### src/rtl/fb_pkg.sv
// fb_pkg: shared framebuffer widths, writer command type and grant encoding.
package fb_pkg;
  localparam int FB_AW = 15;
  localparam int FB_DW = 12;
  typedef struct packed {
    logic             we;
    logic [FB_AW-1:0] addr;
    logic [FB_DW-1:0] wdata;
  } fb_cmd_t;
  typedef enum logic [1:0] {GNT_IDLE, GNT_DISP, GNT_CMD} gnt_e;
endpackage

### src/rtl/fb_arbiter_cmd_fifo.sv
// cmd_fifo: synchronous command FIFO with full/empty flags; refuses pushes while full.
module cmd_fifo #(
  parameter int W     = 28,
  parameter int DEPTH = 4
) (
  input  logic         clk_i,
  input  logic         rst_i,
  input  logic         i_push,
  input  logic [W-1:0] i_data,
  input  logic         i_pop,
  output logic [W-1:0] o_data,
  output logic         o_full,
  output logic         o_empty
);
  localparam int PW = $clog2(DEPTH);
  localparam int CW = PW + 1;
  logic [W-1:0]  r_mem [DEPTH];
  logic [PW-1:0] r_wp, r_rp;
  logic [CW-1:0] r_cnt;
  logic          w_push, w_pop;
  assign o_full  = r_cnt == CW'(DEPTH);
  assign o_empty = r_cnt == '0;
  assign w_push  = i_push && !o_full;
  assign w_pop   = i_pop && !o_empty;
  assign o_data  = r_mem[r_rp];
  always_ff @(posedge clk_i or posedge rst_i) begin
    if (rst_i) begin
      r_wp  <= '0;
      r_rp  <= '0;
      r_cnt <= '0;
    end else begin
      r_wp  <= w_push ? r_wp + PW'(1) : r_wp;
      r_rp  <= w_pop ? r_rp + PW'(1) : r_rp;
      r_cnt <= r_cnt + CW'(w_push) - CW'(w_pop);
    end
  end
  always_ff @(posedge clk_i) begin
    if (w_push) r_mem[r_wp] <= i_data;
  end
endmodule

### src/rtl/fb_arbiter.sv
// fb_arbiter: shares one single-port framebuffer RAM between display fetches
// (strict priority) and a FIFO-buffered writer command stream.
module fb_arbiter import fb_pkg::*; #(
  parameter int AW          = FB_AW,
  parameter int DW          = FB_DW,
  parameter int FIFO_DEPTH  = 4,
  parameter int VBLANK_ONLY = 0
) (
  input  logic          clk_i,
  input  logic          rst_i,
  input  logic          display_on_i,
  input  logic          disp_req_i,
  input  logic [AW-1:0] disp_addr_i,
  output logic          disp_valid_o,
  output logic [DW-1:0] disp_data_o,
  input  logic          cmd_valid_i,
  output logic          cmd_ready_o,
  input  logic          cmd_we_i,
  input  logic [AW-1:0] cmd_addr_i,
  input  logic [DW-1:0] cmd_wdata_i,
  output logic          rsp_valid_o,
  output logic [DW-1:0] rsp_data_o,
  output logic          ram_en_o,
  output logic          ram_we_o,
  output logic [AW-1:0] ram_addr_o,
  output logic [DW-1:0] ram_wdata_o,
  input  logic [DW-1:0] ram_rdata_i,
  output logic [15:0]   stall_cnt_o
);
  typedef struct packed {
    logic          we;
    logic [AW-1:0] addr;
    logic [DW-1:0] wdata;
  } cmd_t;
  cmd_t        w_in, w_head;
  logic        w_full, w_empty, w_push, w_cmd_ok;
  gnt_e        w_gnt;
  logic        r_disp_v, r_rsp_v;
  logic [15:0] r_stall;
  assign w_in        = {cmd_we_i, cmd_addr_i, cmd_wdata_i};
  assign cmd_ready_o = !w_full && !rst_i;
  assign w_push      = cmd_valid_i && cmd_ready_o;
  cmd_fifo #(.W($bits(cmd_t)), .DEPTH(FIFO_DEPTH)) u_fifo (
    .clk_i   (clk_i),
    .rst_i   (rst_i),
    .i_push  (w_push),
    .i_data  (w_in),
    .i_pop   (w_gnt == GNT_CMD),
    .o_data  (w_head),
    .o_full  (w_full),
    .o_empty (w_empty)
  );
  assign w_cmd_ok = !w_empty && (VBLANK_ONLY == 0 || !display_on_i);
  // Reset forces the bus idle so nothing touches the RAM while rst_i is high.
  always_comb begin
    w_gnt = rst_i ? GNT_IDLE : disp_req_i ? GNT_DISP : w_cmd_ok ? GNT_CMD : GNT_IDLE;
  end
  assign ram_en_o     = w_gnt != GNT_IDLE;
  assign ram_we_o     = w_gnt == GNT_CMD && w_head.we;
  assign ram_addr_o   = w_gnt == GNT_DISP ? disp_addr_i : w_head.addr;
  assign ram_wdata_o  = ram_we_o ? w_head.wdata : '0;
  assign disp_valid_o = r_disp_v;
  assign rsp_valid_o  = r_rsp_v;
  assign disp_data_o  = ram_rdata_i;
  assign rsp_data_o   = ram_rdata_i;
  assign stall_cnt_o  = r_stall;
  always_ff @(posedge clk_i or posedge rst_i) begin
    if (rst_i) begin
      r_disp_v <= 1'b0;
      r_rsp_v  <= 1'b0;
      r_stall  <= '0;
    end else begin
      r_disp_v <= w_gnt == GNT_DISP;
      r_rsp_v  <= w_gnt == GNT_CMD && !w_head.we;
      if (!w_empty && w_gnt != GNT_CMD && r_stall != 16'hFFFF) r_stall <= r_stall + 16'd1;
    end
  end
endmodule
### config.mk
export PLATFORM = sky130hd
export DESIGN_NAME = fb_arbiter
export DESIGN_NICKNAME = d
export VERILOG_FILES = /design/src/rtl/fb_pkg.sv /design/src/rtl/fb_arbiter_cmd_fifo.sv /design/src/rtl/fb_arbiter.sv
export SDC_FILE = /design/constraint.sdc
export NUM_CORES = 1
export LEC_CHECK = 0
export ABC_AREA = 1
export ABC_CLOCK_PERIOD_IN_PS = 7000
export CAP_MARGIN = 20
export CORE_AREA = 2 2 109 111
export DETAILED_ROUTE_END_ITERATION = 12
export DIE_AREA = 0 0 111 113
export HOLD_SLACK_MARGIN = 0.12
export PLACE_DENSITY = 0.94
export SYNTH_ARGS = -nofsm -noshare
export SYNTH_HDL_FRONTEND = slang
export SYNTH_SLANG_ARGS = --single-unit
### constraint.sdc
create_clock -name clk_i -period 7 [get_ports clk_i]
set_input_delay 1.4 -clock clk_i [delete_from_list [all_inputs] [get_ports clk_i]]
set_output_delay 1.4 -clock clk_i [all_outputs]
set_load 0.05 [all_outputs]
==> After elaboration in Yosys (flattened, before gate mapping) <==
Memory sizes are Yosys's and may differ from the RTL's.
Cells that the tools add are included.
{ "classes": {"n_addsub": 5, "eq_ne": 5, "mux": 7, "reduce_logical": 14} }
{ "ops": {"columns": ["op", "n"], "rows": [
  ["$add A16 B1 Y16 const B", 1],
  ["$ne A16 B16 Y1 const B", 1],
  ["$mux W15", 1],
  ["$mux W12", 1],
  ["$logic_and A1 B1 Y1", 8],
  ["$mux W2", 3],
  ["$add A2 B1 Y2 const B", 2],
  ["$logic_not A1 Y1", 4],
  ["$add A3 B1 Y3", 1],
  ["$eq A3 B3 Y1 const B", 1],
  ["$logic_not A3 Y1", 1],
  ["$sub A3 B1 Y3", 1],
  ["$eq A2 B1 Y1 const B", 1],
  ["$eq A2 B2 Y1 const B", 1],
  ["$mux W1", 2],
  ["$ne A2 B2 Y1 const B", 1],
  ["$reduce_bool A2 Y1", 1]
]} }
{ "word_totals": {"ff_bits": 25, "ramBits": 112, "out_inout_bits": 72, "elab_cells": 38, "memories": 1} }
{ "memory_table": {"columns": ["name", "depth", "word_bits", "rd", "rd_clocked_by_memory_dff", "wr", "line", "text"], "rows": [
  ["u_fifo.r_mem", 4, 28, 1, 0, 1, "fb_arbiter_cmd_fifo.sv:17", "logic [W-1:0] r_mem [DEPTH];"]
]} }

==> Logic depth before layout (Yosys ltp) <==
Gate-level depths: netlist (run 1).
{ "depth": {"depth_word": 7, "mapped_depth": 10, "depth_no_buf": 10} }

==> Modules after synthesis <==
Synthesis (run 1) repeated with hierarchy kept, for this count alone.
{ "hier_totals": {"hier_cells": 670, "area_unflattened_um2": 6406.1} }
{ "modules_own_cells": {"columns": ["module", "n_inst", "cells_each", "area_each_um2", "seq_area_each_um2"], "rows": [
  ["cmd_fifo", 1, 416, 4848.4, 3538.4],
  ["fb_arbiter", 1, 254, 1557.7, 450.4]
]} }

==> Worst setup path before layout (run 1) <==
OpenSTA, ideal clock, no wires.
{ "synth_path": {"kind": "input to output", "from": "input port rst_i", "to": "output port ram_addr_o[10]", "arrival_time_ns": 3.266, "t_required_ns": 5.600, "setup_slack_ns": 2.334, "stages": 4, "n_path_buf": 1, "cell_sequence": "inv_1 > nand2_1 > clkbuf_1 > a31oi_1"} }
{ "synth_between": {"elab_chain_len": 3} }
{ "synth_rtl": {"columns": ["item", "line", "text"], "rows": [
  ["from (decl)", "fb_arbiter.sv:10", "input logic rst_i,"],
  ["$mux W2", "fb_arbiter.sv:56", "w_gnt = rst_i ? GNT_IDLE : disp_req_i ? GNT_DISP : w_cmd_ok ? GNT_CMD : GNT_IDLE;"],
  ["$eq A2 B1 Y1", "fb_arbiter.sv:60", "assign ram_addr_o = w_gnt == GNT_DISP ? disp_addr_i : w_head.addr;"],
  ["$mux W15", "fb_arbiter.sv:60", null],
  ["to (decl)", "fb_arbiter.sv:25", "output logic [AW-1:0] ram_addr_o,"]
]} }
No other way between the ends.

==> Final worst setup path (run 1) <==
{ "layout_path": {"from": "register u_fifo.r_rp[0]", "to": "output port ram_wdata_o[3]"} }
{ "layout_between": {"elab_chain_len": 3} }
{ "layout_rtl": {"columns": ["item", "line", "text"], "rows": [
  ["from (decl)", "fb_arbiter_cmd_fifo.sv:18", "logic [PW-1:0] r_wp, r_rp;"],
  ["from (signal assigned)", "fb_arbiter_cmd_fifo.sv:33", "r_rp <= w_pop ? r_rp + PW'(1) : r_rp;"],
  ["$mem_v2 Z4 W28 (*)", null, null],
  ["$logic_and A1 B1 Y1", "fb_arbiter.sv:59", "assign ram_we_o = w_gnt == GNT_CMD && w_head.we;"],
  ["$mux W12 (*)", "fb_arbiter.sv:61", "assign ram_wdata_o = ram_we_o ? w_head.wdata : '0;"],
  ["to (decl)", "fb_arbiter.sv:26", "output logic [DW-1:0] ram_wdata_o,"]
]} }
Every way passes the cells marked *; elsewhere a longest branch is shown, timed or not.

==> results of run 1 <==
## synthesized netlist by cell type, drive strengths merged
cell	number
nor2	153
edfxtp	112
nand2	79
o21ai	61
buf	38
inv	34
dfrtp	25
a31oi	16
a21oi	12
nand3	10
clkbuf	8
nand4	8
xnor2	8
ha	7
xor2	3
fa	1
## how the worst max path moves through the flow
stage / slack [ns] / start / endpoint
after detailed placement: 1.71 / rst_i / ram_wdata_o[0]
after global placement: 1.75 / rst_i / ram_wdata_o[0]
after global routing: 1.30 / u_fifo.r_rp[0] / ram_wdata_o[1]
final: 1.60 / u_fifo.r_rp[0] / ram_wdata_o[3]
after CTS: 1.58 / u_fifo.r_rp[0] / ram_wdata_o[0]
after floorplan: 2.33 / rst_i / ram_addr_o[10]
## power groups by stage
stage	clock (µW)	combinational [µW]	sequential (µW)
2_1_floorplan	0	761	1120
3_3_place_gp	0	976	1140
3_5_place_dp	0	1060	1130
4_1_cts	985	1070	1110
5_1_grt	1020	1150	1130
6_report	979	1070	1120
## worst reg2reg max path: cells and delay by family, from the launching register on
kind,cells,cell delay (ns)
compound gates,1,0.08
simple gates,4,0.46
buf+inv,1,0.63
flops,1,1.02
## layout by cell type, fill, tap and decap left out, types with 2 or more instances in the layout
master           synthesis  layout
ha_1                     7       7
dfrtp_1                 25      24
inv_2                    3       3
nor2_2                   1       5
a31oi_1                 16      16
edfxtp_1               112     112
inv_1                   31      31
nand2_1                 77      77
nand4_1                  8       8
nand3_1                  9       9
inv_6                    0       3
a21oi_1                 12      12
xor2_1                   3       3
bufinv_16                0       5
clkinv_4                 0       2
nor2_1                 151     147
o21ai_0                 57      57
clkdlybuf4s50_1          0      94
clkinvlp_4               0       3
buf_4                   30       6
xnor2_1                  8       8
o21ai_1                  3       3
clkbuf_16                0      17
## area by class of cell
| type | count | share of cell area, % |
|---|---|---|
| clock buffers | 17 | 5.57 |
| clock inverters | 14 | 2.88 |
| inverters | 34 | 1.67 |
| multi-input cells | 358 | 22.0 |
| flip-flops and latches | 137 | 52.3 |
| well taps | 143 | 2.34 |
| repair buffers | 101 | 13.3 |
## logic make-up (layout without fill, tap and decap cells)
kind of cell | after synthesis | count (layout) | synth area share, %
and+or+nand+nor | 250 | 250 | 16.4
xor gates and xnor gates | 11 | 11 | 1.58
AOI/OAI and AO/OA | 89 | 89 | 7.71
buffers and inverters | 80 | 166 | 7.07
adders and majority gates | 8 | 8 | 1.77
DFF | 137 | 137 | 65.5
## routing by layer
layer / vias up / track usage [%] / share of wire (%)
met5: - / 0 / 0
li1: 2062 / - / -
met1: 2143 / 26.8 / 38
met4: 0 / 9.58 / 2.4
met2: 192 / 40.6 / 52
met3: 44 / 7.55 / 7.9
## flip-flops by register name, summed over array words and instances (netlist names)
name and count:
rsp_valid_o 1, stall_cnt_o 16, u_fifo.r_cnt 3, u_fifo.r_rp 2, u_fifo.r_mem 112, disp_valid_o 1
u_fifo.r_wp 2
## through the flow
step                cell area [µm²]  cells  hold WS [ns]  setup WS, ns
finish                         7630    804         0.560          1.60
global placement               6960    772         0.516          1.75
detailed placement             6990    773         0.549          1.71
floorplan                      6090    575         0.551          2.33
CTS                            7630    804         0.563          1.58
global route                   7630    804         0.598          1.30
==> run_results.csv, run 1 <==
group,metric,value,unit
worst_setup_path,r2r_slack,4.73,ns
synthesis,yosys_warnings,0,
power,p_leak,0.00284,µW
timing,max_slew_margin,30.9,%
grt,grt_max_degree,59,
power,ir_drop,251,µV
timing,worst_pin_slew,1.04,ns
cts,cts_tree,"done",
drt,firstDrtPassIters,5,
cts,clk_latency,0.43,ns
power,pwr-share-seq,35.3,%
timing,setup_violations,0,
power,p_int,1980,µW
synthesis,synth_top_area_share,55.2,%
cts,root_buffer,"clkbuf_16",
synthesis,ys_ff_latch,137,
drt,wire_per_inst,17.9,µm
placed_design,port_buffers,94,
power,swShare,37.5,%
layout,multi_input_area,1680,µm²
layout,final-seq-area,3990,µm²
layout,utilization,67.7,%
grt,grt_pass1_vias,4699,
timing,timing.fmax,185,MHz
status,status,"finished clean",
drt,vias_per_cell,5.52,
floorplanning,die_y,113,µm
cts,cts_hold_buf,0,
timing,rsz0062_at_grt,"no",
power,total_power,3170,µW
grt,grt_pass1_wl,22.6,mm
timing,post-route-period-util,77.2,%
cts,post_cts_buffers,0,
floorplanning,initial_core_util,54.0,%
cts,clk_pin_slew,0.06,ns
timing,setup_tns,0,ns
worst_setup_path,cp_max_fo,58,
worst_setup_path,reg2reg_to,"rsp_valid_o",
grt,grt_overflow,0,
layout,diodes,0,
layout,fill_cells,772,
worst_setup_path,cp_cell_sequence,"inv_2, nand2_1, nand2_1, nand2_1, o21ai_2, nand2_1, a21oi_1, clkdlybuf4s50_1",
synthesis,synth_area_leaders,"edfxtp_1 (55%), dfrtp_1 (10%), nor2_1 (9.3%), nand2_1 (4.7%), o21ai_0 (4.7%)",
worst_setup_path,critPathSlowestCell,"clkdlybuf4s50_1",
floorplanning,ios,132,
worst_setup_path,start_kind,"flip-flop",
grt,gr-usage-all-layers,23.3,%
placed_design,post-dp-hpwl,8.65,mm
timing,period_needed,5.40,ns
floorplanning,die_width,111,µm
drt,vias,4441,
cts,cts_resized,0,
layout,layout-drive-gt1-share,7.72,%
run,max_cap_viol_count,0,
drt,drt_iter0_drc,338,
synthesis,synth_top_area_cell,"edfxtp_1",
cts,cts_num_sinks,137,
drt,ant_nets,0,
layout,fin_nets,717,
drt,drt_wl_total,14.4,mm
synthesis,syn_area,6090,µm²
synthesis,synthDistinctLibCells,27,
worst_setup_path,cpMostUsedCell,"nand2_1",
worst_setup_path,timing.rr.start,"u_fifo.r_rp[0]",
power,p_clk_share,30.9,%
synthesis,synthCells,575,
floorplanning,die_area,12500,µm²
floorplanning,coreArea,11300,µm²
grt,grt_antenna_before_repair,0,
worst_setup_path,ff2ff_path_depth,6,
hold_path,hp-class,"reg2reg",
hold_path,min_to,"stall_cnt_o[14]",
layout,area_growth,25.4,%
worst_setup_path,required,5.60,ns
worst_setup_path,arrival,4.00,ns
floorplanning,rows,39,
worst_setup_path,critPathBufInv,2,
cts,h-tree-depth,4,
worst_setup_path,crit_family,"buffers and inverters",
placed_design,gp_congestion,0.844,
hold_path,holdPathStages,2,
power,combinationalPowerShare,33.8,%
worst_setup_path,critPathMaxStageDelay,0.87,ns
worst_setup_path,crit_type,"reg2out",
worst_setup_path,crit_path_end_kind,"primary output",
timing,hold_viol_final,0,
cts,numCtsBuffers,17,
power,power.density,415,nW/µm²
timing,worst_clock_skew,0.00880,ns
drt,remaining_drc_errors,0,
power,p_switching,1190,µW
hold_path,worstHoldStart,"stall_cnt_o[14]",
timing,drv_slew,0,
synthesis,seq_area_frac_synth,65.5,%
synthesis,syn-num-nets,643,
cts,clockBufferDepth,2,
synthesis,syn_area_per_cell,10.6,µm²
worst_setup_path,cp.depth,8,
Power figures use the tool's default switching activity.
==> run 2: changes to the inputs <==
ABC_CLOCK_PERIOD_IN_PS = 4900   (was 7000)
CORE_AREA = 2 2 119 121   (was 2 2 109 111)
DIE_AREA = 0 0 121 123   (was 0 0 111 113)
PLACE_DENSITY = 0.85   (was 0.94)
clock period = 4.9 ns   (was 7 ns; I/O delays follow)
==> run_results.csv, run 2 (same netlist as run 1, synthesis figures left out) <==
group,metric,value,unit
status,status,"finished clean",
placed_design,gp_congestion,0.828,
drt,wire_per_inst,15.2,µm
timing,worst_pin_slew,0.940,ns
grt,gr-usage-all-layers,17.7,%
floorplanning,die_y,123,µm
power,ir_drop,395,µV
power,swShare,35.9,%
timing,rsz0062_at_grt,"no",
floorplanning,ios,132,
grt,grt_max_degree,51,
power,p_leak,0.00291,µW
timing,worst_clock_skew,0.00818,ns
layout,design_area,7790,µm²
layout,final_common_cell,"nor2_1",
worst_setup_path,cp_max_fo,13,
grt,grt_pass1_wl,19.4,mm
worst_setup_path,crit_path_end_kind,"primary output",
power,power.density,586,nW/µm²
cts,numCtsBuffers,17,
power,total_power,4570,µW
cts,clk_pin_slew,0.06,ns
layout,utilization,57.3,%
layout,area_growth,28.0,%
cts,post_cts_buffers,0,
cts,cts_hold_buf,0,
floorplanning,die_area,14900,µm²
drt,drt_iter0_drc,304,
grt,grt_antenna_before_repair,0,
layout,final_cells,840,
layout,diodes,0,
placed_design,post-dp-hpwl,7.90,mm
layout,regMostFlops,"u_fifo.r_mem",
timing,post-route-period-util,86.9,%
drt,remaining_drc_errors,0,
power,combinationalPowerShare,37.3,%
layout,fill_cells,1103,
drt,vias_per_cell,4.95,
run,max_cap_viol_count,0,
placed_design,placed_cell_area,7180,µm²
hold_path,hp-class,"reg2reg",
timing,hold_viol_final,0,
worst_setup_path,start_kind,"input port",
placed_design,port_buffers,94,
power,p_switching,1640,µW
layout,layout_common_cells,"nor2_1 (147), edfxtp_1 (112), clkdlybuf4s50_1 (78)",
floorplanning,coreArea,13600,µm²
cts,h-tree-depth,4,
power,pwr-share-seq,34.1,%
cts,clk_latency,0.41,ns
power,p_int,2930,µW
grt,grt_overflow,0,
timing,period_needed,4.26,ns
power,p_clk_share,28.7,%
floorplanning,die_width,121,µm
floorplanning,rows,43,
timing,timing.fmax,235,MHz
cts,cts_tree,"done",
worst_setup_path,arrival,3.28,ns
cts,cts_resized,0,
drt,drt_wl_total,12.8,mm
drt,ant_nets,0,
grt,grt_pass1_vias,3927,
layout,layout-drive-gt1-share,9.24,%
cts,clockBufferDepth,2,
timing,setup_violations,0,
timing,setup_tns,0,ns
worst_setup_path,required,3.92,ns
worst_setup_path,crit_type,"in2out",
cts,cts_num_sinks,137,
drt,firstDrtPassIters,4,
placed_design,place_inst,808,
floorplanning,initial_core_util,44.7,%
timing,drv_slew,0,
layout,fin_nets,715,
cts,root_buffer,"clkbuf_16",
drt,vias,4162,
layout,largest_reg_flops,112,
timing,max_slew_margin,37.2,%
==> run 2: changes by cell type in the layout (fill, tap and decap cells not counted) <==
cell	before	now
clkbuf_1	0	5
clkbuf_8	0	2
clkdlybuf4s50_1	94	78
buf_4	6	5
clkinvlp_4	3	0
clkinv_2	0	2
buf_12	0	16
clkinv_4	2	1
nor2_2	5	1
inv_6	3	0
buf_16	1	0
nor2_4	1	5
bufinv_16	5	4
==> run 2: worst paths after layout <==
kind / from / end / cells after the start / slack [ns]
setup / recovery: rst_i / ram_wdata_o[10] / 7 / 0.64
hold / removal: stall_cnt_o[15] / stall_cnt_o[15] / 2 / 0.52
setup reg to reg: u_fifo.r_cnt[1] / u_fifo.r_mem[3][15] / 4 / 2.67
hold reg to reg: stall_cnt_o[15] / stall_cnt_o[15] / 2 / 0.52
max in group asynchronous: rst_i / u_fifo.r_rp[0] / 3 / 3.60
min in group asynchronous: rst_i / stall_cnt_o[15] / 3 / 1.01
==> run 2: power by group through the flow <==
stage               Clock, µW  Sequential [µW]  Combinational, µW
floorplan                   0             1600               1090
global placement            0             1570               1670
detailed placement          0             1580               1720
CTS                      1330             1560               1730
global route             1390             1580               1840
finish                   1310             1560               1700
==> run 2: per-stage QoR <==
stage          hold slack, ns  worst slack, ns
6_report                0.525            0.643
5_1_grt                 0.571            0.468
4_1_cts                 0.530            0.626
3_5_place_dp            0.513            0.639
3_3_place_gp            0.512            0.682
2_1_floorplan           0.551             1.05
==> run 2: critical path, stage by stage <==
cell and delay [ns]:
clkdlybuf4s50_1 0.43, nor2_1 0.16, o21ai_1 0.17, inv_1 0.15
nand2_1 0.31, a21oi_1 0.24, clkdlybuf4s50_1 0.83
==> run 2: routing by layer <==
metal,global-route usage (%),wire length [µm],up-vias
met2,31.6,6680,111
li1,-,-,2066
met3,4.80,676,31
met1,19.2,5110,1954
met5,0,0,-
met4,9.81,326,0
==> run 2: layout make-up <==
cell class,count,area (µm²),area share (%)
multi-input cells,358,1700,21.8
well taps,180,225,2.89
inverters,34,128,1.64
clock inverters,8,143,1.83
flip-flops and latches,137,3990,51.2
clock buffers,24,472,6.05
repair buffers,99,1140,14.6
